File: src/rtl/divider_pkg.sv
// ---------------------------------------------------------------------------
// rv32i_types : shared types and constants for the RV32M divide unit.
//
// Contents
//   div_op_t     - divide operation, equal to funct3[1:0] of the instruction
//   div_state_t  - divider sequencing states
//   DIV_ITERS    - number of restoring iterations (one quotient bit each)
//   DIV_CNT_W    - width of the iteration counter
//   DIV_BY_ZERO_Q- quotient returned for a zero divisor
//   INT_MIN      - most negative 32-bit value (signed-overflow detection)
// ---------------------------------------------------------------------------
package rv32i_types;

    typedef enum logic [1:0] {
        DIV  = 2'b00,
        DIVU = 2'b01,
        REM  = 2'b10,
        REMU = 2'b11
    } div_op_t;

    typedef enum logic [1:0] {
        IDLE   = 2'b00,
        DIVIDE = 2'b01,
        FINISH = 2'b10
    } div_state_t;

    localparam int          DIV_ITERS     = 32;
    localparam int          DIV_CNT_W     = $clog2(DIV_ITERS);
    localparam logic [31:0] DIV_BY_ZERO_Q = 32'hFFFF_FFFF;
    localparam logic [31:0] INT_MIN       = 32'h8000_0000;

    // Signed ops are DIV and REM; both have funct3[0] clear.
    function automatic logic op_is_signed(input div_op_t op);
        return (op == DIV) || (op == REM);
    endfunction

    // REM and REMU return the remainder; DIV and DIVU the quotient.
    function automatic logic op_wants_rem(input div_op_t op);
        return (op == REM) || (op == REMU);
    endfunction

endpackage

File: src/rtl/divider_step.sv
// ---------------------------------------------------------------------------
// div_step : one combinational radix-2 restoring division iteration.
//
// Ports
//   rem_in   [32:0] partial remainder before the step
//   dvd_in   [31:0] remaining dividend bits, MSB is consumed this step
//   quo_in   [31:0] partial quotient before the step
//   dvs      [31:0] divisor magnitude
//   rem_out  [32:0] partial remainder after the step
//   dvd_out  [31:0] dividend shifted left by one
//   quo_out  [31:0] partial quotient with the new bit shifted in
// ---------------------------------------------------------------------------
module div_step
    import rv32i_types::*;
(
    input  logic [32:0] rem_in,
    input  logic [31:0] dvd_in,
    input  logic [31:0] quo_in,
    input  logic [31:0] dvs,
    output logic [32:0] rem_out,
    output logic [31:0] dvd_out,
    output logic [31:0] quo_out
);

    logic [32:0] shifted;
    logic [32:0] diff;
    logic        fits;

    // The partial remainder stays below the divisor after every step, so
    // its top bit is always zero going in and only the low 32 bits shift up.
    logic unused_rem_msb;
    assign unused_rem_msb = rem_in[32];

    // Bring down the next dividend bit and try a 33-bit unsigned subtract;
    // keep the difference only when it does not underflow.
    always_comb begin
        shifted = {rem_in[31:0], dvd_in[31]};
        diff    = shifted - {1'b0, dvs};
        fits    = (shifted >= {1'b0, dvs});
        rem_out = fits ? diff : shifted;
        quo_out = {quo_in[30:0], fits};
        dvd_out = {dvd_in[30:0], 1'b0};
    end

endmodule

File: src/rtl/divider.sv
// ---------------------------------------------------------------------------
// divider : multi-cycle RV32M integer divider (DIV, DIVU, REM, REMU).
//
// Radix-2 restoring division on operand magnitudes, one quotient bit per
// cycle, with signs reapplied at the end. Divide-by-zero and signed
// overflow bypass the iterations and finish on the following cycle.
//
// Ports
//   clk        rising-edge clock
//   rst        synchronous active-high reset
//   start      request, only honoured while idle
//   op         operation (div_op_t), sampled with start
//   a, b       dividend / divisor, sampled with start
//   busy       high whenever a request is in flight
//   done       one-cycle pulse, results valid in that cycle
//   quotient   registered quotient, held until the next completion
//   remainder  registered remainder, held until the next completion
//   result     quotient or remainder according to the accepted op
// ---------------------------------------------------------------------------
module divider
    import rv32i_types::*;
#(
    parameter int WIDTH = 32
) (
    input  logic             clk,
    input  logic             rst,
    input  logic             start,
    input  div_op_t          op,
    input  logic [WIDTH-1:0] a,
    input  logic [WIDTH-1:0] b,
    output logic             busy,
    output logic             done,
    output logic [WIDTH-1:0] quotient,
    output logic [WIDTH-1:0] remainder,
    output logic [WIDTH-1:0] result
);

    div_state_t           state;
    div_op_t              op_q;
    logic [32:0]          rem_q;
    logic [31:0]          dvd_q;
    logic [31:0]          quo_q;
    logic [31:0]          dvs_q;
    logic [DIV_CNT_W-1:0] cnt;
    logic                 neg_quo_q;
    logic                 neg_rem_q;
    logic                 special_q;

    logic                 in_signed;
    logic                 sign_a;
    logic                 sign_b;
    logic [31:0]          abs_a;
    logic [31:0]          abs_b;
    logic                 div_zero;
    logic                 overflow;

    logic [32:0]          step_rem;
    logic [31:0]          step_dvd;
    logic [31:0]          step_quo;

    // Decode the incoming request. The magnitude of INT_MIN wraps back to
    // 0x80000000, which is exactly right once treated as unsigned.
    always_comb begin
        in_signed = op_is_signed(op);
        sign_a    = in_signed & a[31];
        sign_b    = in_signed & b[31];
        abs_a     = sign_a ? (32'd0 - a) : a;
        abs_b     = sign_b ? (32'd0 - b) : b;
        div_zero  = (b == 32'd0);
        overflow  = in_signed && (a == INT_MIN) && (b == 32'hFFFF_FFFF);
    end

    div_step u_step (
        .rem_in  (rem_q),
        .dvd_in  (dvd_q),
        .quo_in  (quo_q),
        .dvs     (dvs_q),
        .rem_out (step_rem),
        .dvd_out (step_dvd),
        .quo_out (step_quo)
    );

    // Sequencer: accept in IDLE, iterate in DIVIDE, fix up signs and
    // publish in FINISH. Special requests preload their final answers and
    // FINISH passes them through untouched.
    always_ff @(posedge clk) begin
        if (rst) begin
            state     <= IDLE;
            op_q      <= DIV;
            rem_q     <= '0;
            dvd_q     <= '0;
            quo_q     <= '0;
            dvs_q     <= '0;
            cnt       <= '0;
            neg_quo_q <= 1'b0;
            neg_rem_q <= 1'b0;
            special_q <= 1'b0;
            done      <= 1'b0;
            quotient  <= '0;
            remainder <= '0;
        end else begin
            done <= 1'b0;
            case (state)
                IDLE: begin
                    if (start) begin
                        op_q      <= op;
                        dvd_q     <= abs_a;
                        dvs_q     <= abs_b;
                        neg_quo_q <= sign_a ^ sign_b;
                        neg_rem_q <= sign_a;
                        cnt       <= '0;
                        if (div_zero || overflow) begin
                            special_q <= 1'b1;
                            quo_q     <= div_zero ? DIV_BY_ZERO_Q : INT_MIN;
                            rem_q     <= div_zero ? {1'b0, a} : 33'd0;
                            state     <= FINISH;
                        end else begin
                            special_q <= 1'b0;
                            quo_q     <= '0;
                            rem_q     <= '0;
                            state     <= DIVIDE;
                        end
                    end
                end
                DIVIDE: begin
                    rem_q <= step_rem;
                    dvd_q <= step_dvd;
                    quo_q <= step_quo;
                    cnt   <= cnt + 1'b1;
                    if (cnt == DIV_CNT_W'(DIV_ITERS - 1)) begin
                        state <= FINISH;
                    end
                end
                FINISH: begin
                    if (special_q) begin
                        quotient  <= quo_q;
                        remainder <= rem_q[31:0];
                    end else begin
                        quotient  <= neg_quo_q ? (32'd0 - quo_q) : quo_q;
                        remainder <= neg_rem_q ? (32'd0 - rem_q[31:0]) : rem_q[31:0];
                    end
                    done  <= 1'b1;
                    state <= IDLE;
                end
                default: begin
                    state <= IDLE;
                end
            endcase
        end
    end

    // Outputs derived from state and the registered results.
    always_comb begin
        busy   = (state != IDLE);
        result = op_wants_rem(op_q) ? remainder : quotient;
    end

endmodule

File: config.mk
export PLATFORM = sky130hd
export DESIGN_NAME = divider
export DESIGN_NICKNAME = d
export VERILOG_FILES = /design/src/rtl/divider_pkg.sv /design/src/rtl/divider_step.sv /design/src/rtl/divider.sv
export SDC_FILE = /design/constraint.sdc
export NUM_CORES = 1
export LEC_CHECK = 0
export CORE_MARGIN = 3
export CORE_UTILIZATION = 35
export DETAILED_ROUTE_END_ITERATION = 8
export SETUP_SLACK_MARGIN = 0.02
export SYNTH_ARGS = -nofsm -noshare
export SYNTH_HDL_FRONTEND = slang
export SYNTH_SLANG_ARGS = --single-unit
File: constraint.sdc
create_clock -name clk -period 3.4 [get_ports clk]
set_clock_uncertainty 0.15 [all_clocks]
set_input_delay 0.68 -clock clk [delete_from_list [all_inputs] [get_ports clk]]
set_output_delay 0.68 -clock clk [all_outputs]
set_load 0.02 [all_outputs]
==> run_results.csv, run 1 <==
group,metric,value,unit
status,outcome,"finished clean",
pwr,finalPower,9.05,mW
clock_tree,numClockSinks,204,
critical_path,rr_startpoint,"dvs_q[10]",
sta,fin_crit,3.24,ns
sta,final_max_slew_viol_count,0,
logic_synthesis,yosysSeqAreaShare,0.317,
logic_synthesis,synthArstFlopShare,0,
clock_tree,path_clk_slew,0.06,ns
logic_synthesis,syn_area_per_cell,7.75,µm²
detailed_routing,via_count,13200,
critical_path,arrival,3.47,ns
placed_design,dp_hpwl,33.6,mm
detailed_routing,firstDrtPassIters,6,
clock_tree,hold_buffers,0,
placed_design,io_buffers,166,
layout,syn2layout_area_growth,31.2,%
sta,tightest_slew,0.784,ns
critical_path,cp_common_cell,"a31oi_1",
logic_synthesis,yosysTopAreaCell,"dfxtp_1",
placed_design,dpl_cell_area,0.0159,mm²
logic_synthesis,netlist.area_leader.share,0.317,
floorplanning,die_x,198,µm
clock_tree,cts_root_buffer,"clkbuf_16",
pwr,worst_ir_drop_vdd,346,µV
grt,grt_max_degree,92,
floorplanning,die_h,198,µm
grt,gr-total-overflow,0,
placed_design,pre_cts_slack,-0.300,ns
critical_path,crit_start,"dvs_q[10]",
floorplanning,rows,69,
grt,grt.total_usage,0.217,
grt,grt_pass1_vias,12400,
logic_synthesis,ys_types,64,
layout,drive_above_1_share,0.136,
floorplanning,initial_utilization,0.358,
layout,nets,1990,
clock_tree,cts_setup_buffers,0,
logic_synthesis,synthCells,1660,
placed_design,dp.cells,2316,
detailed_routing,wl_per_cell,18.6,µm
floorplanning,ioPinCount,167,
logic_synthesis,synth_area_leaders,"dfxtp_1 (32%), a211oi_1 (6.9%), nor2_1 (6.4%)",
detailed_routing,antenna_left,0,
sta,hold_violations,0,
grt,grt_first_pass_wirelength,68.9,mm
logic_synthesis,ys_warn_count,0,
min_path,hp-class,"reg2reg",
floorplanning,core,0.0359,mm²
pwr,power.leakage,6.24,nW
logic_synthesis,syn_area,0.0129,mm²
placed_design,place.gp.congestion,0.900,
layout,layout.cells.non_filler,2360,
critical_path,cp-start-kind,"register",
critical_path,critical-path-max-stage-delay,0.44,ns
detailed_routing,vias_per_cell,5.61,
detailed_routing,drt_iter0_drc,936,
critical_path,required,3.63,ns
min_path,hold_start,"dvs_q[16]",
grt,antenna_found_initial,2,
clock_tree,cts_buffers,24,
critical_path,crit_chain,"inv_1 > ha_1 > a21o_1 > a31o_2 > or2_2 > o2111ai_2 > a31oi_1 > buf_4 > a21oi_1 > a31oi_1 > a2111oi_0",
sta,fin_crit_sh,0.954,
layout,diodes,0,
floorplanning,die_area,0.0391,mm²
layout,design_area,0.0169,mm²
sta,maxSlewHeadroom,0.477,
detailed_routing,routed_wl,44.0,mm
layout,final_util,0.470,
logic_synthesis,synth_edf_count,0,
critical_path,worstSetupEndpointType,"register",
logic_synthesis,ys_top_cells_by_count,"nor2_1 (220), dfxtp_1 (204), a21oi_1 (143), nand2_1 (128), a211oi_1 (119)",
sta,setup_viol,0,
logic_synthesis,synth_fp_nets,1769,
sta,fmax,308,MHz
flow_run,maxCapViolCount,0,
sta,rsz0062_at_grt,"yes",
clock_tree,tritoncts,"done",
logic_synthesis,ys.flop_type,"dfxtp_1",
clock_tree,cts_max_path_buffers,3,
pwr,p_per_area,536,mW/mm²
critical_path,cp_slowest_cell,"a2111oi_0",
sta,worst_slack,0.156,ns
logic_synthesis,yosysMostFrequentCell,"nor2_1",
logic_synthesis,ys_ff_latch,204,
detailed_routing,drt_drc_violations_left,0,
clock_tree,insertion_delay,0.54,ns
critical_path,crit_fanout,6,
critical_path,path_class,"reg2reg",
clock_tree,htreeDepth,1,
## sequential cells by signal (all words and copies together) (netlist names), 2 cells and up
signal	cells
state	2
quotient	32
dvs_q	32
cnt	5
remainder	32
dvd_q	32
quo_q	32
rem_q	32
## metrics by stage
step	setup TNS, ns	hold WS, ns
5_1_grt	-0.0154	0.333
4_1_cts	0	0.307
6_report	0	0.303
3_5_place_dp	-10.52	0.300
2_1_floorplan	0	0.282
3_3_place_gp	-7.21	0.293
## final timing paths
path	endpoint	depth (start not counted)	slack [ns]
max reg2reg	rem_q[25]	11	0.16
min reg2reg	dvs_q[16]	2	0.30
max	rem_q[25]	11	0.16
min	dvs_q[16]	2	0.30
## worst max-delay path: cells and delay by family, from the launching register on
| family | cells | cell delay (ns) |
|---|---|---|
| adders and majority gates | 1 | 0.36 |
| DFF | 1 | 0.34 |
| and+or+nand+nor | 1 | 0.34 |
| buffers and inverters | 2 | 0.25 |
| AOI/OAI and AO/OA | 7 | 1.65 |
## what timing repair did
action,4_1_cts,5_1_grt
pin swaps,0,2
gates resized for setup,2,10
endpoints found under the setup margin,1,20
## routing by layer
metal | vias to the layer above | wire [µm] | global-route usage
met4 | 4 | 1450 | 0.0663
met5 | - | 22 | 0
met2 | 410 | 19300 | 0.346
met1 | 6205 | 20500 | 0.302
met3 | 85 | 2750 | 0.0359
li1 | 6525 | - | -
## final cells by class
type | count | area [µm²]
Timing Repair Buffer | 318 | 2930
Clock inverter | 12 | 204
Multi-Input combinational cell | 1276 | 8180
Inverter | 57 | 214
Clock buffer | 32 | 691
Fill cell | 3563 | 19000
Tap cell | 461 | 577
Sequential cell | 204 | 4080
## logic make-up (layout without fill, tap and decap cells)
logic type,count (synthesis),count (layout),share of synthesized area
buffers and inverters,180,419,0.0539
adder cells (fa/ha/maj),40,40,0.0395
flip-flops,204,204,0.317
XOR/XNOR,136,136,0.0926
AND/OR/NAND/NOR,547,547,0.197
multiplexers,40,40,0.0344
AO/OA/AOI/OAI,513,513,0.265
## placed cells by master, fill, tap and decap left out, drive strengths merged, types with 39 or more instances in the layout
cell type and instances:
buf 153, dfxtp 204, xnor2 78, inv 58, o21ai 61, clkdlybuf4s50 165
nand2 128, a21oi 143, nor2 220, ha 39, a211oi 119, nor3 63
xor2 58
## where the power goes
part,switching (mW),leakage (nW),total (mW),internal (mW)
sequential,0.204,1.67,2.81,2.60
combinational,1.95,4.13,3.34,1.39
clock,1.09,0.443,2.90,1.81
total,3.25,6.24,9.05,5.80
(Power assumes the default switching activity.)
==> inputs of run 2 (changes only) <==
Settings changed: GPL_TIMING_DRIVEN from default to 0.
==> run_results.csv, run 2 (synthesized netlist as in run 1, its figures left out) <==
group,metric,value,unit
pwr,p_sw,3.35,mW
critical_path,arrival,3.61,ns
critical_path,worstSetupEndpointType,"register",
sta,tightest_slew,0.963,ns
clock_tree,cts_root_buffer,"clkbuf_16",
grt,gr-total-overflow,0,
critical_path,cp-start-kind,"primary input",
floorplanning,die_h,198,µm
critical_path,cp_slowest_cell,"clkdlybuf4s50_1",
layout,drive_above_1_share,0.0839,
layout,layout_commonest_cell,"nor2_1",
pwr,p_per_area,540,mW/mm²
detailed_routing,routed_wl,51.5,mm
sta,worst_slack,0.0734,ns
pwr,netSwitchingFraction,0.383,
sta,fin_crit,3.33,ns
sta,maxSlewHeadroom,0.358,
clock_tree,path_clk_slew,0.06,ns
min_path,hp-class,"reg2reg",
floorplanning,initial_utilization,0.358,
clock_tree,numClockSinks,204,
sta,fin_crit_sh,0.978,
critical_path,path_class,"in2reg",
grt,grt_first_pass_wirelength,77.6,mm
floorplanning,rows,69,
sta,rsz0062_at_grt,"yes",
critical_path,crit_family,"simple AND/OR/NAND/NOR gates",
grt,grt_pass1_vias,12600,
layout,diodes,0,
sta,whs,0.306,ns
critical_path,critical-path-max-stage-delay,0.49,ns
placed_design,dp_hpwl,40.1,mm
critical_path,cp_common_cell,"or3_4",
critical_path,crit_chain,"clkdlybuf4s50_1 > or3_4 > or3_4 > or4_1 > buf_2 > nor4_4 > buf_4 > clkbuf_4 > nand2_1 > a311oi_2",
placed_design,io_buffers,162,
floorplanning,die_area,0.0391,mm²
critical_path,path_buf_inv,4,
detailed_routing,firstDrtPassIters,5,
detailed_routing,vias_per_cell,5.81,
clock_tree,tritoncts,"done",
status,outcome,"finished clean",
pwr,p_seq_frac,0.327,
pwr,pwr-share-clk,0.299,
floorplanning,core,0.0359,mm²
pwr,worst_ir_drop_vdd,356,µV
sta,fin_setup_tns,0,ns
critical_path,crit_fanout,10,
clock_tree,cts_buffers,25,
layout,syn2layout_area_growth,25.9,%
pwr,finalPower,8.74,mW
layout,nets,1965,
sta,hold_violations,0,
detailed_routing,antenna_left,0,
detailed_routing,via_count,13600,
grt,grt_max_degree,13,
floorplanning,die_x,198,µm
sta,fmax,301,MHz
sta,final_max_slew_viol_count,0,
grt,grt.total_usage,0.254,
placed_design,pre_cts_slack,-0.906,ns
layout,fillCellCount,3582,
grt,antenna_found_initial,0,
pwr,pwr-share-comb,0.374,
pwr,p_int,5.39,mW
layout,layout_common_cells,"nor2_1 (219), dfxtp_1 (202), clkdlybuf4s50_1 (162)",
floorplanning,ioPinCount,167,
critical_path,required,3.69,ns
pwr,power.leakage,5.68,nW
placed_design,place.gp.congestion,0.937,
clock_tree,cts_max_path_buffers,3,
sta,setup_viol,0,
detailed_routing,drt_drc_violations_left,0,
detailed_routing,drt_iter0_drc,1321,
clock_tree,insertion_delay,0.53,ns
clock_tree,htreeDepth,1,
flow_run,maxCapViolCount,0,
detailed_routing,wl_per_cell,22.1,µm
-- run 2: changes by cell type in the layout (fill, tap and decap cells not counted), sizes merged --
cell / previous run / this run
clkinv: 6 / 5
buf: 153 / 36
clkdlybuf4s50: 165 / 162
bufinv: 5 / 2
clkbuf: 32 / 129
-- run 2: worst min-delay path: cells and delay by family, from the launching register on --
family	cells	cell delay [ns]
flops	1	0.31
simple gates	1	0.05
compound gates	1	0.05
-- run 2: area by class of cell --
cell class / count / area (µm²) / area share
tap: 461 / 577 / 0.0356
clock inverter: 8 / 97.6 / 0.00603
buffer: 114 / 473 / 0.0292
multi-input combinational: 1276 / 8320 / 0.514
timing repair buffer: 178 / 1740 / 0.108
sequential: 204 / 4090 / 0.252
inverter: 57 / 214 / 0.0132
clock buffer: 35 / 683 / 0.0422
-- run 2: power by group through the flow --
stage / registers [mW] / logic, mW / clock network, mW
final: 2.86 / 3.26 / 2.62
after global routing: 2.88 / 3.57 / 2.76
after CTS: 2.85 / 3.10 / 2.65
after detailed placement: 2.90 / 3.03 / 0
after global placement: 2.89 / 3.01 / 0
after floorplan: 2.84 / 2.05 / 0
-- run 2: final timing paths --
path             start         to  slack [ns]  cells past startpoint
min reg2reg  dvs_q[31]  dvs_q[31]        0.31                      2
max reg2reg  dvd_q[31]  rem_q[22]        0.14                     12
max              b[23]   rem_q[3]        0.07                     10
min          dvs_q[31]  dvs_q[31]        0.31                      2
-- run 2: what timing repair did --
action / 4_1_cts / 5_1_grt
resized for setup: 22 / 41
endpoints found under the setup margin: 98 / 74
pin swaps: 2 / 6
buffers inserted: 5 / 11
hold endpoints to repair: 0 / 0
hold buffers: 0 / 0
-- run 2: per-layer routing --
metal,track usage,part of all wire,vias to the layer above
met1,0.366,0.45,6481
met3,0.0359,0.078,66
met2,0.404,0.45,544
met4,0.0566,0.023,0
li1,-,-,6460
met5,0,0,-
-- run 2: stage by stage --
stage	instance area (µm²)	util	cells
after floorplan	12900	-	1660
after global placement	15100	0.420	2283
after detailed placement	15100	0.420	2283
after CTS	15900	0.444	2324
after global routing	16200	0.451	2333
final	16200	0.451	2333
